**src/rtl/output_buffer_ctrl.sv**
```systemverilog
// Partial-output buffer sequencer for one output tile: clears every entry, accumulates
// lane-wise partial sums with a single-cycle read-modify-write, then drains entries in order.
module output_buffer_ctrl #(
    parameter int BUF_NUM = 8,
    parameter int DAT_W   = 64,
    parameter int LANE_W  = 16,
    parameter int SEL_W   = $clog2(BUF_NUM)
) (
    input  logic             clk_i,
    input  logic             rst_i,
    input  logic             start_i,
    input  logic [7:0]       pass_num_i,
    input  logic             psum_val_i,
    input  logic [SEL_W-1:0] psum_sel_i,
    input  logic [DAT_W-1:0] psum_dat_i,
    output logic             psum_rdy_o,
    output logic [SEL_W-1:0] acc_sel_o,
    output logic             acc_val_o,
    output logic [DAT_W-1:0] acc_dat_o,
    input  logic [DAT_W-1:0] acc_dat_i,
    output logic [SEL_W-1:0] out_sel_o,
    input  logic [DAT_W-1:0] out_dat_i,
    output logic             out_val_o,
    output logic [DAT_W-1:0] out_dat_o,
    input  logic             out_rdy_i,
    output logic             busy_o,
    output logic             done_o
);
    localparam int LANES  = DAT_W / LANE_W;
    localparam int BEAT_W = 8 + SEL_W + 1;
    localparam logic [SEL_W-1:0] LAST_SEL = SEL_W'(BUF_NUM - 1);

    typedef enum logic [2:0] {
        S_IDLE  = 3'd0,
        S_CLEAR = 3'd1,
        S_ACCUM = 3'd2,
        S_DRAIN = 3'd3,
        S_DONE  = 3'd4
    } state_e;

    state_e            state_q;
    logic [SEL_W-1:0]  clr_cnt_q;
    logic [SEL_W-1:0]  drn_cnt_q;
    logic [BEAT_W-1:0] beat_cnt_q;
    logic [7:0]        pass_q;
    logic              clr_q;
    logic              rdy_q;
    logic              drn_q;
    logic              busy_q;
    logic              done_q;

    logic              psum_hs_s;
    logic              sel_ok_s;
    logic              acc_wr_s;
    logic              last_beat_s;
    logic [BEAT_W-1:0] beat_tgt_s;

    function automatic logic [DAT_W-1:0] lane_add(input logic [DAT_W-1:0] a,
                                                  input logic [DAT_W-1:0] b);
        logic [DAT_W-1:0] sum;
        sum = '0;
        for (int l = 0; l < LANES; l++) begin
            sum[l*LANE_W +: LANE_W] = a[l*LANE_W +: LANE_W] + b[l*LANE_W +: LANE_W];
        end
        return sum;
    endfunction

    // Out-of-range selects exist only when BUF_NUM is not a power of two.
    if (BUF_NUM == (1 << SEL_W)) begin : g_sel_full
        assign sel_ok_s = 1'b1;
    end else begin : g_sel_part
        assign sel_ok_s = (psum_sel_i < SEL_W'(BUF_NUM));
    end

    assign psum_hs_s   = psum_val_i & rdy_q;
    assign acc_wr_s    = psum_hs_s & sel_ok_s & ~clr_q;
    assign beat_tgt_s  = BEAT_W'(pass_q) * BEAT_W'(BUF_NUM);
    assign last_beat_s = ((beat_cnt_q + BEAT_W'(1)) == beat_tgt_s);

    // Tile sequencer: state, counters and the registered status/strobe flags.
    always_ff @(posedge clk_i or posedge rst_i) begin
        if (rst_i) begin
            state_q    <= S_IDLE;
            clr_cnt_q  <= '0;
            drn_cnt_q  <= '0;
            beat_cnt_q <= '0;
            pass_q     <= 8'd0;
            clr_q      <= 1'b0;
            rdy_q      <= 1'b0;
            drn_q      <= 1'b0;
            busy_q     <= 1'b0;
            done_q     <= 1'b0;
        end else begin
            case (state_q)
                S_IDLE: begin
                    if (start_i) begin
                        pass_q     <= pass_num_i;
                        clr_cnt_q  <= '0;
                        beat_cnt_q <= '0;
                        clr_q      <= 1'b1;
                        busy_q     <= 1'b1;
                        state_q    <= S_CLEAR;
                    end
                end
                S_CLEAR: begin
                    if (clr_cnt_q == LAST_SEL) begin
                        clr_cnt_q <= '0;
                        clr_q     <= 1'b0;
                        if (pass_q == 8'd0) begin
                            drn_q   <= 1'b1;
                            state_q <= S_DRAIN;
                        end else begin
                            rdy_q   <= 1'b1;
                            state_q <= S_ACCUM;
                        end
                    end else begin
                        clr_cnt_q <= clr_cnt_q + SEL_W'(1);
                    end
                end
                S_ACCUM: begin
                    if (psum_hs_s) begin
                        if (last_beat_s) begin
                            beat_cnt_q <= '0;
                            rdy_q      <= 1'b0;
                            drn_q      <= 1'b1;
                            state_q    <= S_DRAIN;
                        end else begin
                            beat_cnt_q <= beat_cnt_q + BEAT_W'(1);
                        end
                    end
                end
                S_DRAIN: begin
                    if (out_rdy_i) begin
                        if (drn_cnt_q == LAST_SEL) begin
                            drn_cnt_q <= '0;
                            drn_q     <= 1'b0;
                            done_q    <= 1'b1;
                            state_q   <= S_DONE;
                        end else begin
                            drn_cnt_q <= drn_cnt_q + SEL_W'(1);
                        end
                    end
                end
                S_DONE: begin
                    done_q  <= 1'b0;
                    busy_q  <= 1'b0;
                    state_q <= S_IDLE;
                end
                default: begin
                    clr_q   <= 1'b0;
                    rdy_q   <= 1'b0;
                    drn_q   <= 1'b0;
                    busy_q  <= 1'b0;
                    done_q  <= 1'b0;
                    state_q <= S_IDLE;
                end
            endcase
        end
    end

    // Buffer accumulate-port select/enable: clear sweep or the accepted beat's entry.
    always_comb begin
        acc_val_o = 1'b0;
        acc_sel_o = '0;
        if (clr_q) begin
            acc_val_o = 1'b1;
            acc_sel_o = clr_cnt_q;
        end else if (acc_wr_s) begin
            acc_val_o = 1'b1;
            acc_sel_o = psum_sel_i;
        end else begin
            acc_val_o = 1'b0;
            acc_sel_o = '0;
        end
    end

    // Write data is kept apart from the select so the buffer read path forms no loop.
    assign acc_dat_o  = acc_wr_s ? lane_add(acc_dat_i, psum_dat_i) : '0;
    assign out_sel_o  = drn_cnt_q;
    assign out_val_o  = drn_q;
    assign out_dat_o  = drn_q ? out_dat_i : '0;
    assign psum_rdy_o = rdy_q;
    assign busy_o     = busy_q;
    assign done_o     = done_q;

endmodule

```
**config.mk**
```make
export PLATFORM = sky130hd
export DESIGN_NAME = output_buffer_ctrl
export DESIGN_NICKNAME = d
export VERILOG_FILES = /design/src/rtl/output_buffer_ctrl.sv
export SDC_FILE = /design/constraint.sdc
export NUM_CORES = 1
export LEC_CHECK = 0
export CELL_PAD_IN_SITES_DETAIL_PLACEMENT = 0
export CELL_PAD_IN_SITES_GLOBAL_PLACEMENT = 1
export CORE_ASPECT_RATIO = 0.75
export CORE_MARGIN = 4
export CORE_UTILIZATION = 22
export CTS_CLUSTER_SIZE = 12
export DETAILED_ROUTE_END_ITERATION = 16
export GPL_TIMING_DRIVEN = 0
export PLACE_DENSITY_LB_ADDON = 0.1
export SYNTH_ARGS = -nofsm -noshare
export SYNTH_HDL_FRONTEND = slang
export SYNTH_SLANG_ARGS = --single-unit
```
**constraint.sdc**
```tcl
create_clock -name clk_i -period 2.82 [get_ports clk_i]
set_input_delay 0.282 -clock clk_i [delete_from_list [all_inputs] [get_ports clk_i]]
set_output_delay 0.282 -clock clk_i [all_outputs]
set_load 0.05 [all_outputs]
```
* Yosys cells after proc, flatten, opt, wreduce, memory -nomap -nowiden
Cells that the tools add are included.
Storage, ports and cells: bits in registers 34, input bits 208, output and inout port bits 139, logic and storage cells 100
Operators by class: add/sub/neg operators 7, equal/unequal tests 15, mux-type cells 41, bitwise operators 8, reductions and logical operators 19
Operator list (number):
- $mux W64 | 2
- $add A16 B16 Y16 | 4
- $mux W12 | 3
- $mux W3 | 11
- $pmux W12 S2 | 1
- $mux W1 | 17
- $ne A2 B2 Y1 const B | 8
- $add A12 B1 Y12 const B | 1
- $eq A12 B11 Y1 | 1
- $pmux W3 S4 | 1
- $reduce_or A3 Y1 | 4
- $eq A3 B3 Y1 const B | 3
- $reduce_and A3 Y1 | 3
- $logic_not A8 Y1 | 1
- $reduce_and A2 Y1 | 4
- $reduce_and A7 Y1 | 1
- $add A3 B1 Y3 const B | 2
- $eq A3 B2 Y1 const B | 2
- $not A1 Y1 | 6
- $pmux W1 S3 | 2
- $pmux W3 S2 | 1
- $reduce_and A6 Y1 | 1
- $reduce_and A5 Y1 | 1
- $pmux W1 S2 | 2
- other kinds (6) | 8

* Longest topological paths before layout
word-level depth 5, gate-level depth with buffers 11, gate-level depth less buffers 11

* Worst setup path after synthesis
OpenSTA, ideal clock, no wires.
path type input to output, start input psum_dat_i[48], end output acc_dat_o[60], arrival time 2.959 ns, path slack -0.421 ns, stages on the path 10, buffers on the path 0, cell sequence ha_1 -> fa_1 -> a21o_1 -> a41oi_1 -> o21ai_0 -> o311a_1 -> or3_1 -> a21oi_1 -> xor2_1 -> nor2_1
Between the ends: longest elaborated chain between the ends 2
RTL lines:
- start, declared | line 15 | input logic [DAT_W-1:0] psum_dat_i,
- $add A16 B16 Y16 | line 63 | sum[l*LANE_W +: LANE_W] = a[l*LANE_W +: LANE_W] + b[l*LANE_W +: LANE_W];
- $mux W64 | line 178 | assign acc_dat_o = acc_wr_s ? lane_add(acc_dat_i, psum_dat_i) : '0;
- end, declared | line 19 | output logic [DAT_W-1:0] acc_dat_o,
Every way passes these cells.

* Worst setup path after layout
start input acc_dat_i[48], end output acc_dat_o[60]
Between the ends: longest elaborated chain between the ends 2
RTL lines:
- start, declared | line 20 | input logic [DAT_W-1:0] acc_dat_i,
- $add A16 B16 Y16 | line 63
- $mux W64 | line 178
Every way passes these cells.

==> reports/qor.csv <==
metric,value,unit
CP startpoint kind,primary input,
drc violations,0,
sequential cell area,851,um^2
Crit path required time,2.54,ns
row cnt,48,
Seq cells post-synth,34,
P&R area growth vs syn,91.4,%
highest-count cells in the layout ignoring fill and taps,"clkdlybuf4s50_1, nor2_1, and2_1",
critical path type,in -> out,
DIE HEIGHT,142,um
reg-to-reg critical path endpoint,beat_cnt_q[4]$_DFFE_PP0P_,
filler cell count,2340,
Tot GR Track Use,0.167,
RSZ-0062 raised after global routing,true,
failing checks,setup timing,
final WL,23600,um
IO Port Bufs,346,
post-synthesis cell type count,52,
r2r startpoint,beat_cnt_q[2]$_DFFE_PP0P_,
clk buf depth,2,
Synth Area in Adders,0.173,
worst slew pin tran,0.941,ns
Max Clk Rate,348,MHz
die footprint,0.0264,mm^2
first-pass GRT wire length,35000,um
Cell Pwr Density,509,mW/mm^2
total grt overflow,0,
Die Width,186,um
critical path launch point,acc_dat_i[48],
Pre-Repair DR Iteration Count,5,
initial antenna violation count,3,
clk sinks,34,
Post-synth EDFFs,0,
P_leak,4.26,nW
Setup-failing EPs final,1,
Finished Cell Area,0.0100,mm^2
status,"finished, violations left",
Clock Tree Root,clkbuf_16,
Ports,347,
MaxCap Viol Count,0,
Synth Area in Simple Gates,0.279,
Starting DRT DRC Count,203,
CP arrival,2.59,ns
Clock Latency Late Sink,0.29,ns
Avg Synthesized Cell Area,7.58,um^2
final hold vios,0,
worst reg2reg path depth,9,
ys flop type,dfrtp_1,
crit share post-route,1.02,
drt wl/cell,17.1,um
largest net degree at the start of global routing,21,
"commonest non-fill, non-tap cell in the layout",clkdlybuf4s50_1,
Nets,1354,
Crit. End Element,primary output,
Antenna Violating Nets Remaining,0,
DR vias/cell,4.60,
"Seq/Total Area, Yosys",0.162,
cts hold-fix bufs,0,
initial cell density of the core,0.225,
VDD IR max,0.342,mV
GP Congestion,0.819,
Post-Synthesis Cells,691,
vias in the first global route,6144,
multi-input logic area,0.00480,mm^2
Post-Synthesis Net Count,969,
"CTS clk-pin slew, worst paths",0.06,ns
"Slew Viols, Final",0,
Netlist Area Pre-Place,0.00524,mm^2
Final Power,5.10,mW
setup_tns,-0.0510,ns
CP Max Fanout,3,
Core Area,0.0232,mm^2
share of layout cells above drive strength 1,0.191,
minimum clock period after layout,2.87,ns
Post-synth ARST share,1.00,
PnR worst setup slack,-0.0510,ns
post-synthesis xor/xnor area fraction,0.112,
Syn. warnings,0,
HPWL Detailed,19800,um
Compound-Gate Fraction of Synth Area,0.212,
Clock Skew,0.0101,ns
TritonCTS Buffers,5,
worst hold slack,0.393,ns
Vias,6344,
Slew headroom,0.368,
CTS tree,done,
FF-to-FF setup slack,0.18,ns
largest family of logic cells by synthesized area,simple AND/OR/NAND/NOR gates,
depth of the CTS H-tree,2,
mux cell area share after synthesis,0.0255,
Place WS,-1.34,ns
Placed Area,0.00915,mm^2
Hold Crit Class,in -> async,
## per-layer routing
| metal | up-vias | part of all wire | wire [um] | global-route usage |
|---|---|---|---|---|
| li1 | 3234 | - | - | - |
| met1 | 2894 | 0.43 | 10100 | 0.215 |
| met2 | 197 | 0.48 | 11400 | 0.287 |
| met3 | 17 | 0.080 | 1880 | 0.0405 |
| met4 | 2 | 0.011 | 265 | 0.0276 |
| met5 | - | 0.00030 | 7 | 0 |
## critical path, stage by stage
cell and delay [ns]:
buf_6 0.10, ha_4 0.15, fa_2 0.34, a21o_1 0.18
a41oi_2 0.17, o21ai_2 0.10, o311a_1 0.31, or3_4 0.36
a21oi_4 0.18, xor2_2 0.19, nor2_4 0.06, buf_8 0.15
## worst max path at each step
stage / endpoint
after floorplan: acc_dat_o[60]
after global placement: acc_dat_o[60]
after detailed placement: acc_dat_o[60]
after CTS: acc_dat_o[60]
after global routing: acc_dat_o[60]
final: acc_dat_o[60]
## cell families (layout without fill, tap and decap cells)
| family | Yosys count | in the layout |
|---|---|---|
| and+or+nand+nor | 285 | 285 |
| AOI/OAI and AO/OA | 173 | 173 |
| adders and majority gates | 70 | 70 |
| xor gates and xnor gates | 67 | 67 |
| buffers and inverters | 50 | 436 |
| DFF | 34 | 34 |
| muxes | 12 | 12 |
| other | 0 | 3 |
## stage by stage
stage | cells | util
after floorplan | 691 | -
after global placement | 1337 | 0.392
after detailed placement | 1338 | 0.394
after CTS | 1368 | 0.421
after global routing | 1379 | 0.431
final | 1380 | 0.432
## power breakdown
part           leakage [nW]  switching [mW]  total (mW)  internal [mW]
clock network        0.0832           0.213       0.613          0.400
registers             0.425           0.178       0.838          0.660
logic                  3.75            2.15        3.65           1.50
total                  4.26            2.54        5.10           2.56
## synth_stat cells (18+ instances only)
cell type / n / area share
nor2_1: 84 / 0.060
nor3_1: 24 / 0.023
xor2_1: 27 / 0.045
clkbuf_1: 18 / 0.013
inv_1: 29 / 0.021
xnor2_1: 40 / 0.067
ha_1: 66 / 0.16
dfrtp_1: 34 / 0.16
a21oi_1: 49 / 0.047
o21ai_0: 39 / 0.037
a21o_1: 19 / 0.027
and2_1: 70 / 0.084
nand2_1: 36 / 0.026
## final cells by class
cell class / count / share of cell area
multi-input cells: 607 / 0.479
repair buffers: 379 / 0.362
flip-flops and latches: 34 / 0.0848
well taps: 300 / 0.0374
clock buffers: 8 / 0.0166
inverters: 29 / 0.0109
plain buffers: 20 / 0.00848
diodes: 3 / 0.000748
## flip-flops by register name, indices dropped and copies added, names as in the netlist
register / flops
out_sel_o: 3
beat_cnt_q: 12
pass_q: 8
done_o: 1
out_val_o: 1
busy_o: 1
clr_cnt_q: 3
state_q: 3
psum_rdy_o: 1
clr_q: 1
## timing repair
item / CTS / global route
pin swaps: 57 / 45
setup endpoints to repair: 67 / 62
buffers inserted: 22 / 10
gates resized for setup: 330 / 96
No activity file was read; power rests on OpenSTA's default activity.
